[config.mk]
export PLATFORM = sky130hd
export DESIGN_NAME = fifo_wr_arbiter
export DESIGN_NICKNAME = d
export VERILOG_FILES = /design/src/rtl/fifo_arb_pkg.sv /design/src/rtl/rr_priority_pick.sv /design/src/rtl/fifo_wr_arbiter.sv
export SDC_FILE = /design/constraint.sdc
export NUM_CORES = 1
export LEC_CHECK = 0
export CORE_UTILIZATION = 30
export DETAILED_ROUTE_END_ITERATION = 8
export GPL_ROUTABILITY_DRIVEN = 0
export PLACE_DENSITY_LB_ADDON = 0.05
export SLEW_MARGIN = 5
export SYNTH_ARGS = -nofsm -noshare
export SYNTH_HDL_FRONTEND = slang
export SYNTH_SLANG_ARGS = --single-unit
[constraint.sdc]
create_clock -name clk -period 4.4 [get_ports clk]
set_input_delay 0.66 -clock clk [delete_from_list [all_inputs] [get_ports clk]]
set_output_delay 0.66 -clock clk [all_outputs]
set_load 0.02 [all_outputs]
[src/rtl/fifo_arb_pkg.sv]
// Shared types and helpers for the FIFO write-side arbiter.
package fifo_arb_pkg;

    typedef enum logic {
        IDLE = 1'b0,
        LOCK = 1'b1
    } arb_state_t;

    localparam int unsigned FIFO_CNT_W = 8;

    // Index following idx in a ring of n entries.
    function automatic int unsigned rr_next(input int unsigned idx, input int unsigned n);
        return (idx + 1 >= n) ? 0 : idx + 1;
    endfunction

endpackage

[src/rtl/rr_priority_pick.sv]
// Rotating priority encoder: first set request at or above start, wrapping to the bottom.
module rr_priority_pick #(
    parameter int unsigned NUM_REQ = 4,
    parameter int unsigned IDX_W   = 2
) (
    input  logic [NUM_REQ-1:0] req,
    input  logic [IDX_W-1:0]   start,
    output logic [NUM_REQ-1:0] grant,
    output logic               valid
);

    logic [NUM_REQ-1:0] upper;
    logic [NUM_REQ-1:0] pool;

    always_comb begin
        // requests at or above start outrank those below it; fall back to the full set on wrap
        upper = req & ({NUM_REQ{1'b1}} << start);
        pool  = (upper != '0) ? upper : req;
        grant = pool & (~pool + NUM_REQ'(1));
        valid = (req != '0);
    end

endmodule

[src/rtl/fifo_wr_arbiter.sv]
// Round-robin arbiter sharing one FIFO write port among NUM_REQ producers.
// Define FIFO_ARB_BURST_EN to let a winner hold the port for up to BURST_LEN grants.
module fifo_wr_arbiter
    import fifo_arb_pkg::*;
#(
    parameter int unsigned NUM_REQ    = 4,
    parameter int unsigned DATA_W     = 8,
    parameter int unsigned FIFO_DEPTH = 64,
    parameter int unsigned BURST_LEN  = 4
) (
    input  logic                       clk,
    input  logic                       rst,
    input  logic [NUM_REQ-1:0]         req_valid,
    input  logic [NUM_REQ*DATA_W-1:0]  req_data,
    output logic [NUM_REQ-1:0]         req_ready,
    input  logic [FIFO_CNT_W-1:0]      fifo_counter,
    input  logic                       buf_full,
    output logic [DATA_W-1:0]          buf_in,
    output logic                       wr_en,
    output logic [$clog2(NUM_REQ)-1:0] grant_id,
    output logic                       overflow_err
);

    localparam int unsigned IDX_W = $clog2(NUM_REQ);
    localparam int unsigned CNT_W = $clog2(BURST_LEN + 1);
`ifdef FIFO_ARB_BURST_EN
    localparam int unsigned BURST_LIMIT = BURST_LEN;
`else
    localparam int unsigned BURST_LIMIT = 1;
`endif
    localparam logic [FIFO_CNT_W:0] DEPTH_LIM = (FIFO_CNT_W + 1)'(FIFO_DEPTH);

    arb_state_t         state, state_next;
    logic [CNT_W-1:0]   burst_cnt, burst_cnt_next;
    logic [IDX_W-1:0]   last_grant, start_idx, win_idx;
    logic [NUM_REQ-1:0] rr_grant, pick;
    logic               rr_valid, space_ok, lock_hold, xfer;
    logic [FIFO_CNT_W:0] occupancy;

    assign start_idx = IDX_W'(rr_next(32'(last_grant), NUM_REQ));

    rr_priority_pick #(
        .NUM_REQ (NUM_REQ),
        .IDX_W   (IDX_W)
    ) u_pick (
        .req   (req_valid),
        .start (start_idx),
        .grant (rr_grant),
        .valid (rr_valid)
    );

    always_comb begin
        // the write already in flight is counted so the FIFO can never be overrun
        occupancy = {1'b0, fifo_counter} + {{FIFO_CNT_W{1'b0}}, wr_en};
        space_ok  = occupancy < DEPTH_LIM;
        lock_hold = (state == LOCK) && req_valid[last_grant]
                    && (burst_cnt < CNT_W'(BURST_LIMIT));
        pick      = lock_hold ? (NUM_REQ'(1) << last_grant) : rr_grant;
        xfer      = space_ok && !rst && (lock_hold || rr_valid);
        req_ready = xfer ? pick : '0;
        win_idx   = '0;
        for (int unsigned i = 0; i < NUM_REQ; i++) begin
            if (pick[i]) win_idx = IDX_W'(i);
        end
    end

    always_comb begin
        state_next     = state;
        burst_cnt_next = burst_cnt;
`ifdef FIFO_ARB_BURST_EN
        if (xfer) begin
            // an expired or absent lock behaves as IDLE: the new winner opens a fresh burst
            state_next     = LOCK;
            burst_cnt_next = lock_hold ? burst_cnt + CNT_W'(1) : CNT_W'(1);
        end else if (state == LOCK && !lock_hold) begin
            state_next     = IDLE;
            burst_cnt_next = '0;
        end
`else
        state_next     = IDLE;
        burst_cnt_next = '0;
`endif
    end

    always_ff @(posedge clk) begin
        if (rst) begin
            wr_en        <= 1'b0;
            buf_in       <= '0;
            grant_id     <= '0;
            overflow_err <= 1'b0;
            last_grant   <= IDX_W'(NUM_REQ - 1);
            state        <= IDLE;
            burst_cnt    <= '0;
        end else begin
            wr_en <= xfer;
            if (xfer) begin
                buf_in     <= req_data[win_idx*DATA_W +: DATA_W];
                grant_id   <= win_idx;
                last_grant <= win_idx;
            end
            if (wr_en && buf_full) overflow_err <= 1'b1;
            state     <= state_next;
            burst_cnt <= burst_cnt_next;
        end
    end

endmodule

# Word level (Yosys, flattened, before mapping)
# Index checks and enable logic that the tools add are counted.
# totals
ff_bits	14
latch_bits	0
ramBits	0
mem_bits_ro	0
input_bits	47
word_cells	27
memories	0
# op_classes
addsub	3
mul	0
div_mod_pow	0
order_cmp	2
eq_ne	0
shift	2
muxes	6
n_bitwise	3
n_reduce_logical	6
# op_table
operator	n
32-bit by 6-bit indexed part select with 8-bit output	1
8-bit by 1-bit adder with 9-bit output	1
9-bit by 7-bit less-than comparator with 1-bit output (second input constant)	1
4-bit bitwise AND	2
4-bit two-way mux	2
4-bit nonzero test	2
2-bit two-way mux	3
4-bit by 1-bit adder with 4-bit output (second input constant)	1
4-bit inverter	1
4-bit by 2-bit left shift with 4-bit output (first input constant)	1
2-bit by 1-bit adder with 3-bit output (second input constant)	1
3-bit greater-or-equal comparator (second input constant)	1
1-bit logical AND	3
1-bit zero test	1
1-bit two-way mux	1

# Logic depth before layout (Yosys ltp)
# Gate-level depths: netlist of the first run.
# logic_depth
word_depth	14
ltp_mapped	8

# By module
# Synthesis of the first run repeated with hierarchy kept, for this count alone.
# hier_totals
cells_unflattened	126
hier_area_um2	1073.5
# by_module_without_submodules
module	n_inst	cells_each	area_per_inst_um2	seq_area_each_um2
fifo_wr_arbiter	1	108	959.7	280.3
rr_priority_pick	1	18	113.9	0.0

# Worst setup path before layout of the first run
# OpenSTA, ideal clock, no wires.
# synth_timing
path_type	input -> output
from	in req_valid[3]
to	out req_ready[2]
arrival_ns	2.596
required_ns	3.740
path_slack_ns	1.144
path_stages	7
n_path_buf	3
path_cell_list	buf_6 > or4_1 > o211ai_2 > or2_1 > buf_6 > buf_12 > a2111oi_0
# synth_via
elab_chain_cells	7
word_cells_on_any_way	9
classes_between	add/sub (1); mux (2); bitwise (3); reduce/logical (3)
# synth_lines
element	line_no	source
from (decl)	fifo_wr_arbiter.sv:13	input logic [NUM_REQ-1:0] req_valid,
4-bit bitwise AND	rr_priority_pick.sv:17	upper = req & ({NUM_REQ{1'b1}} << start);
4-bit nonzero test	rr_priority_pick.sv:18	pool = (upper != '0) ? upper : req;
4-bit two-way mux	rr_priority_pick.sv:18	
4-bit inverter	rr_priority_pick.sv:19	grant = pool & (~pool + NUM_REQ'(1));
4-bit by 1-bit adder with 4-bit output	rr_priority_pick.sv:19	
4-bit bitwise AND	rr_priority_pick.sv:19	
4-bit two-way mux (*)	fifo_wr_arbiter.sv:60	req_ready = xfer ? pick : '0;
to (decl)	fifo_wr_arbiter.sv:15	output logic [NUM_REQ-1:0] req_ready,
# Every way passes the cells marked *; elsewhere a longest branch is shown, timed or not.

# Worst setup path after layout of the first run
# layout_timing
from	in req_valid[3]
to	out req_ready[3]
# Same word-level chain as after synthesis.

==> results of run 1 <==
==> worst paths after layout <==
| path | end | slack [ns] | depth (start not counted) |
|---|---|---|---|
| setup / recovery | req_ready[3] | 0.42 | 7 |
| hold / removal | overflow_err | 0.47 | 2 |
| setup reg to reg | buf_in[1] | 1.99 | 7 |
| hold reg to reg | overflow_err | 0.47 | 2 |
==> Yosys cell counts (all sizes together) (3+ instances only) <==
cell type / count
nand2: 10
a211oi: 8
buf: 5
inv: 4
mux2: 6
a21oi: 4
nor2: 11
nand2b: 3
o221ai: 3
dfxtp: 14
and2: 3
a221oi: 10
==> kinds of logic after synthesis <==
kind of cell | Yosys count
AND/OR/NAND/NOR | 36
AO/OA/AOI/OAI | 33
buffers and inverters | 10
multiplexers | 6
flip-flops | 14
adder cells (fa/ha/maj) | 2
==> state kept, by name (all words and copies together), names as in the netlist <==
name and count:
wr_en 1, buf_in 8, overflow_err 1, grant_id 2
last_grant 2
==> worst register-to-register path: cells and delay by family (launching register included) <==
kind	cells	cell delay, ns
flops	1	0.38
fa+ha+maj	1	0.33
buf+inv	1	0.06
compound gates	5	1.54
==> power by group through the flow <==
stage / registers [uW] / logic [uW] / clock network [uW]
3_3_place_gp: 141 / 133 / 0
3_5_place_dp: 141 / 134 / 0
5_1_grt: 138 / 145 / 101
2_1_floorplan: 147 / 59.8 / 0
6_report: 138 / 134 / 92.0
4_1_cts: 138 / 136 / 96.1
==> area by class of cell <==
| cell class | instances | share of cell area (%) |
|---|---|---|
| Sequential cell | 14 | 17.5 |
| Multi-Input combinational cell | 77 | 36.5 |
| Tap cell | 31 | 2.42 |
| Clock buffer | 4 | 2.27 |
| Timing Repair Buffer | 65 | 40.2 |
| Inverter | 5 | 1.17 |
==> metal layers <==
| layer | routed length, um | global-route usage (%) |
|---|---|---|
| met5 | 0 | 0 |
| met4 | 12 | 4.08 |
| met3 | 253 | 5.58 |
| met2 | 1350 | 29.1 |
| met1 | 1340 | 26.2 |
==> through the flow <==
stage / hold slack, ns / std cells
after CTS: 0.480 / 196
final: 0.474 / 196
after global placement: 0.458 / 192
after global routing: 0.519 / 196
after floorplan: 0.467 / 101
after detailed placement: 0.458 / 192
==> metrics.txt, run 1 <==
status=finished with violations; failing checks=design-rule violations; delay-heaviest family, CP=buffers and inverters; mux cell area share after synthesis=slightly above 7%; Ports=63; post-DR wirelength/cell=~15 um; slowest CP cell=clkdlybuf4s50_1; largest net degree at the start of global routing=16; Syn Nets=150; Int Pwr=roughly 260 uW; Multi-input gate area=584 um^2; leading cell type in the layout, fill and taps excluded=clkdlybuf4s50_1; dpl cell area=around 0.0016 mm^2; synthesized flop and latch total=14; initial drt markers=25; die width=between 50 and 60 um; kind of critical path=in2out; CP endpoint kind=primary output; # nets final=roughly 220; Clk pin slew, worst setup/hold paths=~0.080 ns; final setup TNS=0 ns; # port buffers=62; Worst Setup SP=req_valid[3]; full die area=~0.0033 mm^2; fillers=between 200 and 300; FMAX=roughly 250 MHz; Area contributors post-synth=dfxtp_1 30%, a221oi_1 8.4%, a211oi_2 8.0%; Fin. Hold Viols=0; CTS resizes=0; critical path, cell by cell=clkdlybuf4s50_1, or4_1, o211ai_2, or2_1, clkinv_1, and2_1, clkdlybuf4s50_1; Design Area, Final=between 0.0015 and 0.002 mm^2; first-pass GRT wire length=4.82 mm; Peak supply drop=~0.00017 V; commonest non-fill, non-tap cells in the layout=62 x clkdlybuf4s50_1, 14 x dfxtp_1, 11 x nor2_1; fraction of power consumed by combinational cells=36.9%; post-layout util=roughly 56%; Detailed Place HPWL=2.25 mm; final critical-path required period=just under 4 ns; routed wire length=2.96 mm; hold path startpoint=overflow_err; DRC viols=5; async set-or-reset flop fraction in the synthesized netlist=0%; Post-synth top flop=dfxtp_1; Post-synth EDFFs=0; Reg-to-Reg Start=last_grant[0]; RSZ-0062 raised after global routing=no; number of diodes=0; core area=0.00285 mm^2; GRT Overall Usage=a little under a fifth; Synth top area share=30.0%; skew final=approximately 0.00035 ns; Avg Cell Area, Syn=roughly 9.2 um^2; Switching Share=28.8%; clk buf depth=2; Via Count=1034; leakage power=a little under 0.0006 uW; Initial Util=around 33%; Worst Tran Pin Value=~0.77 ns; Clock power frac=roughly a quarter; slew margin rel.=about half; Critical path buffers and inverters=3; initial antenna violation count=0; Yosys warning total=0; final worst slack=between 0.4 and 0.5 ns; CTS root buf=clkbuf_4; vias in the first global route=approximately 1000; CTS tree=done; fin crit share=about nine tenths; setup bufs post-CTS=0; area leader, netlist=dfxtp_1; drt pass-1 iters=6; total CTS buffers=3; Die Ht=just under 60 um; Area growth, synth to finish=71.6%; CP Data Arrival Time=3.32 ns; H-tree depth=1; DR vias/cell=5.28; adder-cell area share of the yosys netlist=approximately 2.7%; Crit Path Max Fanout=9; fraction of the mapped netlist area in simple logic gates=about a fifth; Gate Count Post-Synth=101; Cell Rows=19; crit path launch type=input port; GRT overflow=0; Register Area=about 280 um^2; worst path required time=3.74 ns; Most common cell on crit path=clkdlybuf4s50_1; hold_buf cts=0; post-synthesis compound-gate area fraction=33.8%; pwr dens=~230 mW/mm^2; register share of total power=between 30 and 40%; clk_lat worst skew=between 0.2 and 0.3 ns; Worst path max stage delay=between 0.5 and 0.6 ns; # clock sinks=14; NetSw=105 uW; Synth Cell Area=roughly 930 um^2; Hold Path Class=reg2reg; final setup violation count=0; fraction of layout cells with a size suffix above 1=13.3%; Netlist cell types=36; pre-CTS worst setup slack=roughly 0.43 ns; Seq/Total Area, Yosys=30.0%; fin. max-slew vios=0; Post-DRT Antenna Nets=0; XOR/XNOR Fraction of Synth Area=0%; Max Cap Viol=0; combinational family with the most area after synthesis=compound AO/OA/AOI/OAI gates; Design Power=between 300 and 400 uW
No activity file was read; power rests on OpenSTA's default activity.
==> run 2, diff against run 1 <==
HOLD_SLACK_MARGIN = 0.02   (was unset)
SETUP_SLACK_MARGIN = 0.1   (was unset)
==> results of run 2 <==
Same layout as run 1: the final DEF is identical, and so are final timing and power.
==> run 3, diff against run 2 <==
CORE_MARGIN = 2   (was unset)
MAX_ROUTING_LAYER = met4   (was unset)
==> metrics.txt, run 3 (synthesis results as in run 1) <==
worst path required time=3.74 ns (about the same); biggest regs=buf_in: 8 flops, grant_id: 2 flops, last_grant: 2 flops; leading cell type in the layout, fill and taps excluded=clkdlybuf4s50_1; R2R Path End=buf_in[1]; dpl cell area=0.00156 mm^2 (-0.32%); first-pass GRT wire length=4.60 mm (-4.7%); Design Area, Final=0.00158 mm^2 (-1.2%); Reg-to-Reg Start=last_grant[0]; Reg with most FFs=buf_in; Area growth, synth to finish=69.6%; clk_lat worst skew=0.28 ns (about the same); kind of critical path=in2out; fin crit share=87.4% (-3.0 points); hold_buf cts=0 (unchanged); worst hold margin=0.467 ns (-0.00735 ns); Clk pin slew, worst setup/hold paths=0.08 ns (about the same); leakage power=0.000572 uW (-2.1%); Fin. Hold Viols=0 (unchanged); CTS root buf=clkbuf_4; status=finished, final reports clean; Register Area=280 um^2 (unchanged); hold depth=2 (unchanged); Max Cap Viol=0 (unchanged); DR vias/cell=5.28 (unchanged); max reg flops=8 (unchanged); Endpoint, Worst Hold=grant_id[0]; # clock sinks=14 (unchanged); Peak supply drop=0.000137 V (-21%); pwr dens=218 mW/mm^2 (-4.1%); DRC viols=0 (-5); Ports=63 (unchanged); Worst Tran Pin Value=0.751 ns (-0.0164 ns); hold path startpoint=grant_id[0]; Initial Util=31.1% (-1.6 points); H-tree depth=1 (unchanged); post-DR wirelength/cell=15.0 um (-0.98%); final setup TNS=0 ns (unchanged); fillers=311 (+10%); commonest non-fill, non-tap cells in the layout=62 x clkdlybuf4s50_1, 14 x dfxtp_1, 11 x nor2_1; skew final=0.00811 ns (+0.00776 ns); FMAX=260 MHz (+3.4%); vias in the first global route=1004 (-0.79%); clk buf depth=2 (unchanged); Cell Rows=20 (+1); GRT Overall Usage=17.5% (-1.4 points); final worst slack=0.554 ns (+0.131 ns); largest net degree at the start of global routing=16 (unchanged); # port buffers=62 (unchanged); CP Data Arrival Time=3.19 ns (-0.13 ns); full die area=0.00357 mm^2 (+7.0%); Via Count=1034 (unchanged); CTS tree=done; # nets final=214 (-0.47%); Post-DRT Antenna Nets=0 (unchanged); Worst Setup SP=req_valid[3]; fin. max-slew vios=0 (unchanged); Detailed Place HPWL=2.31 mm (+3.0%); pre-CTS worst setup slack=0.574 ns (+0.144 ns); GRT overflow=0 (unchanged); die width=59.8 um (+3.5%); slew margin rel.=49.9% (+1.1 points); Crit Path Max Fanout=9 (unchanged); routed wire length=2.93 mm (-0.98%); final critical-path required period=3.85 ns (-0.131 ns); CP endpoint kind=primary output; reg2reg setup slack=2.05 ns (+0.06 ns); final setup violation count=0 (unchanged); Hold Path Class=reg2reg; path depth of the worst reg2reg path=7 (unchanged); Inst Count DP=193 (+0.52%); fraction of layout cells with a size suffix above 1=12.3% (-1.1 points); Multi-input gate area=584 um^2 (unchanged); number of diodes=0 (unchanged); RSZ-0062 raised after global routing=no; Die Ht=59.8 um (+3.5%); initial antenna violation count=0 (unchanged); total CTS buffers=3 (unchanged); setup bufs post-CTS=0 (unchanged); CTS resizes=0 (unchanged); initial drt markers=20 (-20%); drt pass-1 iters=3 (-3); core area=0.00300 mm^2 (+5.3%); Non-Filler Instances=196 (unchanged); crit path launch type=input port
## run 3: cell count changes in the layout (fill, tap and decap cells not counted)
cell / before / now
buf_4: 3 / 2
clkbuf_8: 1 / 0
## run 3: worst max-delay path, stage by stage
cell and delay (ns):
clkdlybuf4s50_1 0.59, or4_1 0.58, o211ai_2 0.14, or2_1 0.21, clkinv_1 0.25, and2_1 0.22
clkdlybuf4s50_1 0.53
## run 3: where the power goes
group | leakage (uW) | internal [uW] | switching (uW) | total (uW)
clock network | 0.0000138 | 31.7 | 43.8 | 75.5
logic | 0.000444 | 74.2 | 58.0 | 132
registers | 0.000115 | 134 | 3.86 | 137
## run 3: layout make-up
class,instances,area share (%)
inverters,5,1.19
well taps,33,2.61
flip-flops and latches,14,17.7
clock buffers,3,1.42
repair buffers,64,40.2
multi-input cells,77,36.9
## run 3: layer usage
metal / global-route usage, % / vias to the layer above / share of wire, % / routed length [um]
li1: - / 514 / - / -
met3: 3.90 / 2 / 6.3 / 186
met1: 23.7 / 484 / 48 / 1420
met5: - / - / 0 / 0
met2: 26.6 / 34 / 45 / 1320
met4: 3.81 / 0 / 0.34 / 10
## run 3: worst max path at each step
stage | to | slack (ns)
global placement | req_ready[3] | 0.63
finish | req_ready[1] | 0.55
global route | req_ready[1] | 0.39
CTS | req_ready[1] | 0.56
floorplan | req_ready[2] | 1.14
detailed placement | req_ready[1] | 0.57
## run 3: stage by stage
stage                     power, uW  utilization, %
after CTS                       348            52.7
final                           345            52.7
after global placement          272            52.0
after floorplan                 207               -
after global routing            364            52.7
after detailed placement        273            52.0
==> variant: new RTL, config.mk and constraints of run 3 <==
The option `FIFO_ARB_BURST_EN` is turned on by a define.
--- a/src/rtl/fifo_wr_arbiter.sv
+++ b/src/rtl/fifo_wr_arbiter.sv
@@ -2,2 +2,4 @@
 // Define FIFO_ARB_BURST_EN to let a winner hold the port for up to BURST_LEN grants.
+`define FIFO_ARB_BURST_EN
+
 module fifo_wr_arbiter
Behaviour: not the same (Yosys sat finds a counterexample within 4 cycles, from zero or initial values and one cycle with rst high).
==> variant against run 3 <==
Critical path type unchanged; critical path depth unchanged; cell count rose by 30%; utilization is 4.2 points lower; wire length is 28% higher; area after synthesis increased by 38%; cell area rose by 24%; highest routed layer unchanged; worst setup slack gained 0.036 ns; global-route usage shrank 1.1 points; non-clock buffer count grew 1; synthesized cell count rose by 43%; total power up 46%; sequential cell count increased by 4; sequential share of layout area grew 0.61 points; clock skew decreased by 0.0051 ns.
==> variant: results (changes against run 3) <==
[synthesis]
synthAdderAreaFrac_pct = 5.84  ; was 2.68%
synth_nets = 197  ; was 150
synth.distinct_cells = 42  ; was 36
synth_seq_area_share_pct = 28.0  ; was 30.0%
synthTopCellsByArea = dfxtp_1, mux2_4, ha_1  ; was dfxtp_1, a221oi_1, a211oi_2

[detailed_routing]
wl_met3_um = 246  ; was 186 um
vias_per_cell = 5.26  ; was 5.28
drt_pass1_iterations = 4  ; was 3
num_vias = 1335  ; was 1034
initialDrtViolationCount = 102  ; was 20

[global_routing]
grt_pass1_vias = 1323  ; was 1004
grt_start_max_net_pins = 17  ; was 16
grt_pass1_wl_um = 6200  ; was 4600 um
grt.total_usage_pct = 16.4  ; was 17.5%

[hold_path]
worstHoldStart = grant_id[1]  ; was grant_id[0]

[final_layout]
top_regs = buf_in (8), burst_cnt (3)  ; was buf_in (8), grant_id (2), last_grant (2)
layout.nets = 258  ; was 214

[run_status]
status = complete, no violations  ; unchanged

[power]
power_leakage_nw = 0.764  ; was 0.572 nW
vdd_drop_max_uv = 104  ; was 137 uV

[worst_setup_path]
rr_worst_depth = 8  ; was 7
arrival_ns = 3.15  ; was 3.19 ns
r2r_end = buf_in[2]  ; was buf_in[1]

[timing]
worst_slew_pin_slew_ns = 1.11  ; was 0.751 ns
fin_skew_ns = 0.00298  ; was 0.00811 ns

[place]
dp_cells = 250  ; was 193
hpwl_um = 2910  ; was 2310 um

==> variant: cell types whose count changed in the layout (fill, tap and decap cells not counted), moves of 4 or more <==
cell and delta:
a21oi_1 +4, nand2_1 +4, a211oi_1 +7, mux2_4 +8, a211oi_2 -6, nor2_1 +9, clkbuf_8 +4, dfxtp_1 +4
mux2_2 -5, ha_1 +4
==> variant: power breakdown <==
group	switching (mW)	internal, mW	leakage [nW]	total, mW
Sequential	0.00908	0.173	0.148	0.182
Clock	0.0608	0.0797	0.0288	0.140
Combinational	0.0817	0.0978	0.588	0.180
==> variant: area by class of cell <==
| cell class | instances | area (um^2) |
|---|---|---|
| clock buffers | 4 | 55.1 |
| fillers | 382 | 2090 |
| inverters | 4 | 15.0 |
| multi-input cells | 113 | 831 |
| flip-flops and latches | 18 | 360 |
| well taps | 50 | 62.6 |
| repair buffers | 65 | 643 |
==> variant: worst min-delay path by stage <==
stage	to	depth (start not counted)
detailed placement	grant_id[1]	2
floorplan	burst_cnt[0]	1
global placement	grant_id[1]	2
global route	grant_id[1]	2
CTS	grant_id[1]	2
finish	grant_id[1]	2
==> variant: layer usage <==
metal / global-route usage [%] / up-vias
li1: - / 656
met1: 20.0 / 616
met2: 26.8 / 58
met3: 3.63 / 5
met4: 5.23 / 0
met5: - / -
==> variant: cell families after synthesis <==
kind of cell / after synthesis
AO/OA/AOI/OAI: 39
adder cells (fa/ha/maj): 6
buffers and inverters: 13
flip-flops: 18
multiplexers: 11
AND/OR/NAND/NOR: 57
==> variant: worst reg2reg max path, cell delays in order, from the launching register on <==
cell and delay [ns]:
dfxtp_1 0.54, inv_1 0.12, ha_1 0.38, nand2b_1 0.19, a32oi_1 0.36, nand3_1 0.15
o21ai_1 0.36, a221oi_1 0.17, a211oi_1 0.26
